[config.mk]
export PLATFORM = sky130hd
export DESIGN_NAME = vga_timing_decoder
export DESIGN_NICKNAME = d
export VERILOG_FILES = /design/src/rtl/vga_timing_decoder.sv
export SDC_FILE = /design/constraint.sdc
export NUM_CORES = 1
export LEC_CHECK = 0
export CORE_MARGIN = 3
export CORE_UTILIZATION = 45
export DETAILED_ROUTE_END_ITERATION = 7
export PLACE_DENSITY = 0.68
export REMOVE_ABC_BUFFERS = 1
export SETUP_SLACK_MARGIN = 0.15
export SYNTH_ARGS = -nofsm -noshare
export SYNTH_HDL_FRONTEND = slang
export SYNTH_SLANG_ARGS = --single-unit
export TNS_END_PERCENT = 50
[constraint.sdc]
create_clock -name clock -period 2.7 [get_ports clock]
set_clock_uncertainty 0.1 [all_clocks]
set_input_delay 0.27 -clock clock [delete_from_list [all_inputs] [get_ports clock]]
set_output_delay 0.27 -clock clock [all_outputs]
set_load 0.05 [all_outputs]
[src/rtl/vga_timing_decoder.sv]
// vga_timing_decoder
//   Receive-side VGA timing recovery. Registers h_sync/v_sync/bright, detects
//   their edges, tracks active-pixel coordinates, emits line/frame strobes,
//   measures line period and lines per frame, and runs a lock FSM that
//   declares lock after LOCK_FRAMES consecutive good frames.
// Ports
//   clock        in   pixel clock, posedge
//   reset        in   asynchronous active-high reset
//   h_sync       in   horizontal sync, active low
//   v_sync       in   vertical sync, active low
//   bright       in   active-video window, active high
//   pix_x        out  column of current active pixel
//   pix_y        out  row of current active line
//   pix_valid    out  registered bright, aligned with pix_x/pix_y
//   line_start   out  1-cycle pulse on h_sync falling edge
//   frame_start  out  1-cycle pulse on v_sync falling edge
//   h_period     out  last measured line period (saturating)
//   v_lines      out  last measured lines per frame (saturating)
//   locked       out  timing matches H_TOTAL/V_TOTAL
//   timing_error out  1-cycle pulse on a mismatch while locked
module vga_timing_decoder #(
  parameter int unsigned H_TOTAL     = 800,
  parameter int unsigned V_TOTAL     = 521,
  parameter int unsigned LOCK_FRAMES = 2
) (
  input  logic       clock,
  input  logic       reset,
  input  logic       h_sync,
  input  logic       v_sync,
  input  logic       bright,
  output logic [9:0] pix_x,
  output logic [9:0] pix_y,
  output logic       pix_valid,
  output logic       line_start,
  output logic       frame_start,
  output logic [9:0] h_period,
  output logic [9:0] v_lines,
  output logic       locked,
  output logic       timing_error
);

  localparam logic [9:0] H_REF    = 10'(H_TOTAL);
  localparam logic [9:0] V_REF    = 10'(V_TOTAL);
  localparam logic [3:0] LOCK_REF = 4'(LOCK_FRAMES);

  typedef enum logic [1:0] {SEARCH, ACQUIRE, LOCKED} state_t;

  state_t     state, state_next;
  logic [3:0] good_cnt, good_next;

  logic       s1_h, s1_v, s1_b;
  logic       s0_h, s0_v, s0_b;
  logic [9:0] hcnt;
  logic [9:0] lcnt;
  logic       have_ref;
  logic       frame_bad;

  logic       h_fall, v_fall, b_rise, b_fall;
  logic       h_bad, frame_good, h_stall, err;
  logic [3:0] good_inc;

  assign h_fall = s0_h & ~s1_h;
  assign v_fall = s0_v & ~s1_v;
  assign b_rise = s1_b & ~s0_b;
  assign b_fall = s0_b & ~s1_b;

  // A measurement is only judged once a previous h edge gave a reference.
  assign h_bad      = h_fall & have_ref & (hcnt != H_REF);
  assign frame_good = ~frame_bad & (lcnt == V_REF);
  assign h_stall    = (hcnt == '1);
  assign good_inc   = good_cnt + 4'd1;

  always_ff @(posedge clock or posedge reset) begin
    if (reset) begin
      state    <= SEARCH;
      good_cnt <= '0;
    end else begin
      state    <= state_next;
      good_cnt <= good_next;
    end
  end

  always_comb begin
    state_next = state;
    good_next  = good_cnt;
    err        = 1'b0;
    case (state)
      SEARCH: begin
        if (v_fall) begin
          state_next = ACQUIRE;
          good_next  = '0;
        end
      end
      ACQUIRE: begin
        if (v_fall) begin
          if (frame_good) begin
            if (good_inc == LOCK_REF) begin
              state_next = LOCKED;
              good_next  = '0;
            end else begin
              good_next = good_inc;
            end
          end else begin
            good_next = '0;
          end
        end
      end
      LOCKED: begin
        if (h_bad || (v_fall && !frame_good) || h_stall) begin
          err        = 1'b1;
          state_next = SEARCH;
        end
      end
      default: state_next = SEARCH;
    endcase
  end

  always_ff @(posedge clock or posedge reset) begin
    if (reset) begin
      s1_h         <= 1'b1;
      s1_v         <= 1'b1;
      s1_b         <= 1'b0;
      s0_h         <= 1'b1;
      s0_v         <= 1'b1;
      s0_b         <= 1'b0;
      pix_x        <= '0;
      pix_y        <= '0;
      pix_valid    <= 1'b0;
      line_start   <= 1'b0;
      frame_start  <= 1'b0;
      h_period     <= '0;
      v_lines      <= '0;
      hcnt         <= '0;
      lcnt         <= '0;
      have_ref     <= 1'b0;
      frame_bad    <= 1'b0;
      locked       <= 1'b0;
      timing_error <= 1'b0;
    end else begin
      s1_h <= h_sync;
      s1_v <= v_sync;
      s1_b <= bright;
      s0_h <= s1_h;
      s0_v <= s1_v;
      s0_b <= s1_b;

      pix_valid   <= s1_b;
      line_start  <= h_fall;
      frame_start <= v_fall;

      if (b_rise)      pix_x <= '0;
      else if (s1_b)   pix_x <= pix_x + 10'd1;

      if (v_fall)      pix_y <= '0;
      else if (b_fall) pix_y <= pix_y + 10'd1;

      // Leaving LOCKED restarts the h counter so a persistent stall
      // cannot raise a second error.
      if (h_fall) begin
        h_period <= hcnt;
        hcnt     <= 10'd1;
      end else if (err) begin
        hcnt <= '0;
      end else if (!h_stall) begin
        hcnt <= hcnt + 10'd1;
      end

      if (err)         have_ref <= 1'b0;
      else if (h_fall) have_ref <= 1'b1;

      // An h edge coincident with v_sync fall belongs to the new frame.
      if (v_fall) begin
        v_lines   <= lcnt;
        lcnt      <= h_fall ? 10'd1 : 10'd0;
        frame_bad <= h_bad;
      end else begin
        if (h_fall && lcnt != '1) lcnt <= lcnt + 10'd1;
        if (h_bad)                frame_bad <= 1'b1;
      end

      locked       <= (state == LOCKED);
      timing_error <= err;
    end
  end

endmodule
==> flow_summary.toml, run 1 <==
[power]
power_frac_comb_pct = 18.3
sw_frac_of_total_pct = 31.10
power.clock.fraction_pct = 29.2
leakage_nw = 1.991
power.net_switching_mw = 0.8006
seqPwrFrac_pct = 52.5
power_report.internal_total_mw = 1.773
power_density_cells_mw_per_mm2 = 588.6
max-vdd-ir-drop_mv = 0.3744

[worst_setup_path]
critPathTopFamily = "buffers and inverters"
critical_path_capture_point_type = "output pin"
timing.critical_path.cells = "clkdlybuf4s50_1"
crit_required_ns = 2.33
timing.critical_path.slowest_stage_cell = "sky130_fd_sc_hd__clkdlybuf4s50_1"
worst_setup_path_class = "flop to output pin"
critical_path.n_buffers_inverters = 1
critPathArrivalTime_ns = 1.74
critical_path.max_stage_delay_ns = 0.87
worstSetupStartpointType = "flop"
cp_max_fo = 11

[routing]
viasPerCell = 5.415
remaining_drc_errors = 0
drt-wirelength-per-cell_um = 14.45
routed_wl_um = 7529
drt-initial-drc-count = 170
final_antenna_net_count = 0
vias = 2821
drt_first_pass_iters = 5

[clocking]
clock_tree_from_tritoncts = "yes"
cts.hold.buffers_added = 0
insertion_delay_ns = 0.34
numClockSinks = 78
clock-root-buffer = "sky130_fd_sc_hd__clkbuf_8"
max_h_tree_level = 3
clockBufferDepth = 2
cts.repair.resized = 0
numCtsBuffers = 9
cts_setup_buffers = 0
cts.clk_slew.worst_paths_ns = 0.07

[die]
die_height_um = 95.25
placementRows = 31
dieArea_sq_mm = 0.009073
core_sq_mm = 0.007486
initial_utilization_pct = 47.89
die-width_um = 95.25
io-pin-count = 50

[yosys]
biggest_area_consumer_among_synthesized_cells = "sky130_fd_sc_hd__dfrtp_1"
synth_top_cells_by_area = "sky130_fd_sc_hd__dfrtp_1 (52%), sky130_fd_sc_hd__nand2_1 (7.7%), sky130_fd_sc_hd__xor2_1 (3.7%)"
synthesis.area_sq_mm = 0.003585
synthesis.area_per_instance_sq_um = 9.902
ys_seq_area_share_pct = 54.59
post_synth_inst_count = 362
asyncSetResetFlopFracSynth_pct = 100.0
synthFlopType = "sky130_fd_sc_hd__dfrtp_1"
synth-edff-count = 0
synth_commonest_cells = "sky130_fd_sc_hd__dfrtp_1 (74), sky130_fd_sc_hd__nand2_1 (74), sky130_fd_sc_hd__nor2_1 (32)"
synth_top_area_share_pct = 51.66
synth.distinct_cells = 54
synth.yosys.warnings = 0
ys_ff_latch = 78

[sta]
post-route-period-util_pct = 78.08
finalWorstPathRequiredPeriod_ns = 2.108
fmax_mhz = 474.3
timing.final.setup_violations = 0
rsz0062_at_grt = "no"
worst_pin_slew_ns = 0.6554
slew-limit-headroom_pct = 56.24
hold_ws_ns = 0.2262
timing.final.hold_violations = 0
tns_ns = 0
slew_viol_final = 0

[global_routing]
grt_max_degree = 30
overflow = 0
vias_in_the_first_global_route = 2758
grt_pass1_wl_um = 12960
grt_usage_pct = 18.40
grt_antenna_before_repair = 0

[run_status]
run_status = "finished, final reports clean"

[final_layout]
finish.cell_count_without_fillers = 521
finalNetCount = 430
drive_gt1_share_pct = 8.294
synthToLayoutAreaGrowth_pct = 21.99
antennaDiodeCount = 0

[placement]
dpl.cell_count = 505
port-buffer-count = 49
place.detailed.hpwl_um = 5276
gp_routability_congestion = 0.8726

[hold_path]
worstHoldPathType = "primary input to flop"

[flow_run]
max_cap_viol_count = 0
==> path summary, 6_finish.rpt <==
path / from / to / cells past startpoint / slack [ns]
max in group asynchronous: reset / s1_v / 3 / 1.54
worst min-delay path: h_sync / s1_h / 1 / 0.23
min in group asynchronous: reset / frame_start / 2 / 0.24
worst min register to register: s1_v / s0_v / 0 / 0.26
worst max register to register: hcnt[0] / hcnt[0] / 5 / 0.68
worst max-delay path: s0_b / pix_valid / 1 / 0.59
==> through the flow <==
stage	setup WS, ns	instance area, sq um	util (%)	power (mW)
global route	0.5043	4373	58.42	2.705
finish	0.5917	4373	58.42	2.574
global placement	0.8044	4212	56.26	1.830
CTS	0.5415	4373	58.42	2.607
floorplan	0.3416	3540	-	1.663
detailed placement	0.7110	4212	56.26	1.840
==> power by group through the flow <==
stage	Clock (mW)	Combinational [mW]	Sequential, mW
2_1_floorplan	0	0.157	1.51
3_5_place_dp	0	0.470	1.37
6_report	0.751	0.471	1.35
4_1_cts	0.780	0.477	1.35
5_1_grt	0.831	0.512	1.36
3_3_place_gp	0	0.463	1.37
==> layer usage <==
metal  share of wire [%]  vias to the layer above  track usage [%]
met5                   0                        -                0
met4                 2.4                        0            8.534
met3                 4.1                       15            2.999
met2                  46                       62            28.63
met1                  48                     1362            25.23
li1                    -                     1382                -
==> layout make-up <==
| cell class | count | area (sq um) |
|---|---|---|
| tap | 99 | 123.9 |
| clock buffer | 15 | 156.4 |
| clock inverter | 1 | 5.005 |
| fill | 637 | 3113 |
| sequential | 78 | 1957 |
| inverter | 11 | 41.29 |
| timing repair buffer | 55 | 548.0 |
| multi-input combinational | 262 | 1541 |
==> logic make-up (layout without fill, tap and decap cells) <==
kind of cell               Yosys count  in the layout  share of synthesized area (%)
and+or+nand+nor                    179            179                          24.85
DFF                                 78             78                          54.59
AOI/OAI and AO/OA                   55             55                          10.33
buffers and inverters               22             82                          2.408
xor gates and xnor gates            16             16                          3.909
adders and majority gates            8              8                          2.792
muxes                                4              4                          1.117
==> sequential cells by signal (all words and copies together), names as in the netlist, 2 cells and up <==
signal    count
h_period     10
v_lines      10
hcnt         10
state         2
lcnt         10
pix_x        10
pix_y        10
good_cnt      4
==> cells in the final DEF (no fill, tap or decap), types with 2 or more instances in the layout <==
cell / n
sky130_fd_sc_hd__nor2b_1: 3
sky130_fd_sc_hd__clkbuf_1: 5
sky130_fd_sc_hd__and4b_1: 3
sky130_fd_sc_hd__or3_1: 2
sky130_fd_sc_hd__nand3_1: 14
sky130_fd_sc_hd__nor2_1: 32
sky130_fd_sc_hd__clkdlybuf4s50_1: 49
sky130_fd_sc_hd__nand2_1: 74
sky130_fd_sc_hd__ha_1: 8
sky130_fd_sc_hd__o21ai_0: 17
sky130_fd_sc_hd__or4_1: 4
sky130_fd_sc_hd__a21oi_1: 8
sky130_fd_sc_hd__inv_2: 2
sky130_fd_sc_hd__nand2b_1: 5
sky130_fd_sc_hd__o31ai_1: 4
sky130_fd_sc_hd__o211ai_1: 5
sky130_fd_sc_hd__and3_1: 3
sky130_fd_sc_hd__and2_1: 2
sky130_fd_sc_hd__clkbuf_8: 10
sky130_fd_sc_hd__xor2_1: 15
sky130_fd_sc_hd__buf_4: 5
sky130_fd_sc_hd__nor4_1: 4
sky130_fd_sc_hd__o311a_1: 2
sky130_fd_sc_hd__nor3_2: 3
sky130_fd_sc_hd__mux2i_1: 4
sky130_fd_sc_hd__and4_1: 4
sky130_fd_sc_hd__nand4_1: 9
sky130_fd_sc_hd__inv_1: 9
sky130_fd_sc_hd__dfrtp_1: 74
sky130_fd_sc_hd__and3_2: 2
sky130_fd_sc_hd__nor3_1: 9
sky130_fd_sc_hd__a211oi_1: 2
sky130_fd_sc_hd__a21o_1: 3
sky130_fd_sc_hd__dfstp_2: 4
Power figures use the tool's default switching activity.
==> run 2: changes to the inputs <==
- clock period: 2.7 -> 2 ns (I/O delays scaled with it)
==> flow_summary.toml, run 2 (same netlist as run 1, synthesis figures left out) <==
[final_layout]
layout.cells.most_common_list = "sky130_fd_sc_hd__nand2_1 (74), sky130_fd_sc_hd__dfrtp_1 (74), sky130_fd_sc_hd__nor2_1 (32), sky130_fd_sc_hd__dlymetal6s2s_1 (27), sky130_fd_sc_hd__buf_4 (18)"
fin_util_pct = 63.36
antennaDiodeCount = 0
finalNetCount = 444
drive_gt1_share_pct = 16.28
filler_cell_count_in_the_final_layout = 602
synthToLayoutAreaGrowth_pct = 32.32

[worst_setup_path]
critical_path.max_stage_delay_ns = 0.45
timing.critical_path.slowest_stage_cell = "sky130_fd_sc_hd__or4b_4"
cp_max_fo = 5
critPathArrivalTime_ns = 2.14
worst_setup_path_class = "flop to flop"
crit_required_ns = 2.15
critical_path_capture_point_type = "flop"
worstSetupStartpointType = "flop"
timing.critical_path.cells = "inv_2 > ha_4 > or4b_4 > o311a_4 > buf_6 > a21o_2"

[routing]
routed_wl_um = 7786
remaining_drc_errors = 0
drt-wirelength-per-cell_um = 14.55
drt-initial-drc-count = 104
final_antenna_net_count = 0
drt_first_pass_iters = 4
viasPerCell = 5.434
vias = 2907

[die]
placementRows = 31
initial_utilization_pct = 47.89
dieArea_sq_mm = 0.009073
core_sq_mm = 0.007486
io-pin-count = 50
die-width_um = 95.25
die_height_um = 95.25

[power]
fin_total_pwr_mw = 3.887
max-vdd-ir-drop_mv = 0.4557
leakage_nw = 2.670
power_density_cells_mw_per_mm2 = 819.5

[clocking]
clockBufferDepth = 2
cts.clk_slew.worst_paths_ns = 0.09
clock-root-buffer = "sky130_fd_sc_hd__clkbuf_8"
numCtsBuffers = 9
clock_tree_from_tritoncts = "yes"
insertion_delay_ns = 0.36
numClockSinks = 78
max_h_tree_level = 3

[placement]
place.detailed.hpwl_um = 5198
port-buffer-count = 49
post-place-ws_ns = 0.04460
gp_routability_congestion = 0.8525

[run_status]
run_status = "finished, final reports clean"

[sta]
slew_viol_final = 0
finalWorstPathRequiredPeriod_ns = 1.986
worst_pin_slew_ns = 0.5624
fin_ws_ns = 0.01444
rsz0062_at_grt = "yes"
slew-limit-headroom_pct = 62.44
fmax_mhz = 503.6
post-route-period-util_pct = 99.28
hold_ws_ns = 0.1451
timing.final.hold_violations = 0
timing.final.setup_violations = 0

[global_routing]
grt_usage_pct = 18.28
grt_max_degree = 79
vias_in_the_first_global_route = 2724
overflow = 0
grt_antenna_before_repair = 0
grt_pass1_wl_um = 12860

[flow_run]
max_cap_viol_count = 0

[hold_path]
worstHoldPathType = "primary input to async pin"
run 2: metrics by stage:
step           std cells  area (sq um)  setup TNS [ns]
2_1_floorplan        351          3540          -21.53
3_3_place_gp         513          4269               0
3_5_place_dp         513          4269               0
4_1_cts              532          4548               0
5_1_grt              535          4743         -0.1590
6_report             535          4743               0
run 2: worst max-delay path: cells and delay by family, from the launching register on:
family | cells | cell delay, ns
flip-flops | 1 | 0.43
adder cells (fa/ha/maj) | 1 | 0.12
buffers and inverters | 2 | 0.22
AO/OA/AOI/OAI | 2 | 0.56
AND/OR/NAND/NOR | 1 | 0.45
run 2: final timing paths:
path	startpoint	to	slack, ns	cells after the start
max reg2reg	hcnt[1]	frame_bad	0.01	6
min	reset	pix_y[5]	0.15	3
max	hcnt[1]	frame_bad	0.01	6
min in group clock	v_sync	s1_v	0.15	1
min reg2reg	s1_v	s0_v	0.27	0
max in group asynchronous	reset	s0_h	1.28	3
run 2: area by class of cell:
| cell class | count | area, sq um | share of cell area, % |
|---|---|---|---|
| inverters | 11 | 41.29 | 0.8705 |
| repair buffers | 69 | 719.4 | 15.17 |
| clock inverters | 6 | 95.09 | 2.005 |
| flip-flops and latches | 78 | 1957 | 41.26 |
| well taps | 99 | 123.9 | 2.611 |
| clock buffers | 10 | 137.6 | 2.902 |
| multi-input cells | 262 | 1669 | 35.19 |
run 2: repair_timing:
item,in CTS,in global routing
pin swaps,4,10
resized for setup,17,48
hold buffers,0,0
endpoints found under the setup margin,40,43
buffers inserted,3,3
run 2: metal layers:
| metal | wire (um) | share of wire (%) | track usage (%) |
|---|---|---|---|
| met5 | 0 | 0 | 0 |
| met1 | 3479 | 45 | 24.37 |
| met4 | 142 | 1.8 | 6.971 |
| met2 | 3729 | 48 | 28.69 |
| met3 | 434 | 5.6 | 4.657 |
run 2: report_power, final:
group	internal [mW]	total [mW]	switching, mW
Sequential	1.69	1.81	0.117
Combinational	0.261	0.722	0.461
Clock	0.745	1.36	0.613
Total	2.70	3.89	1.19
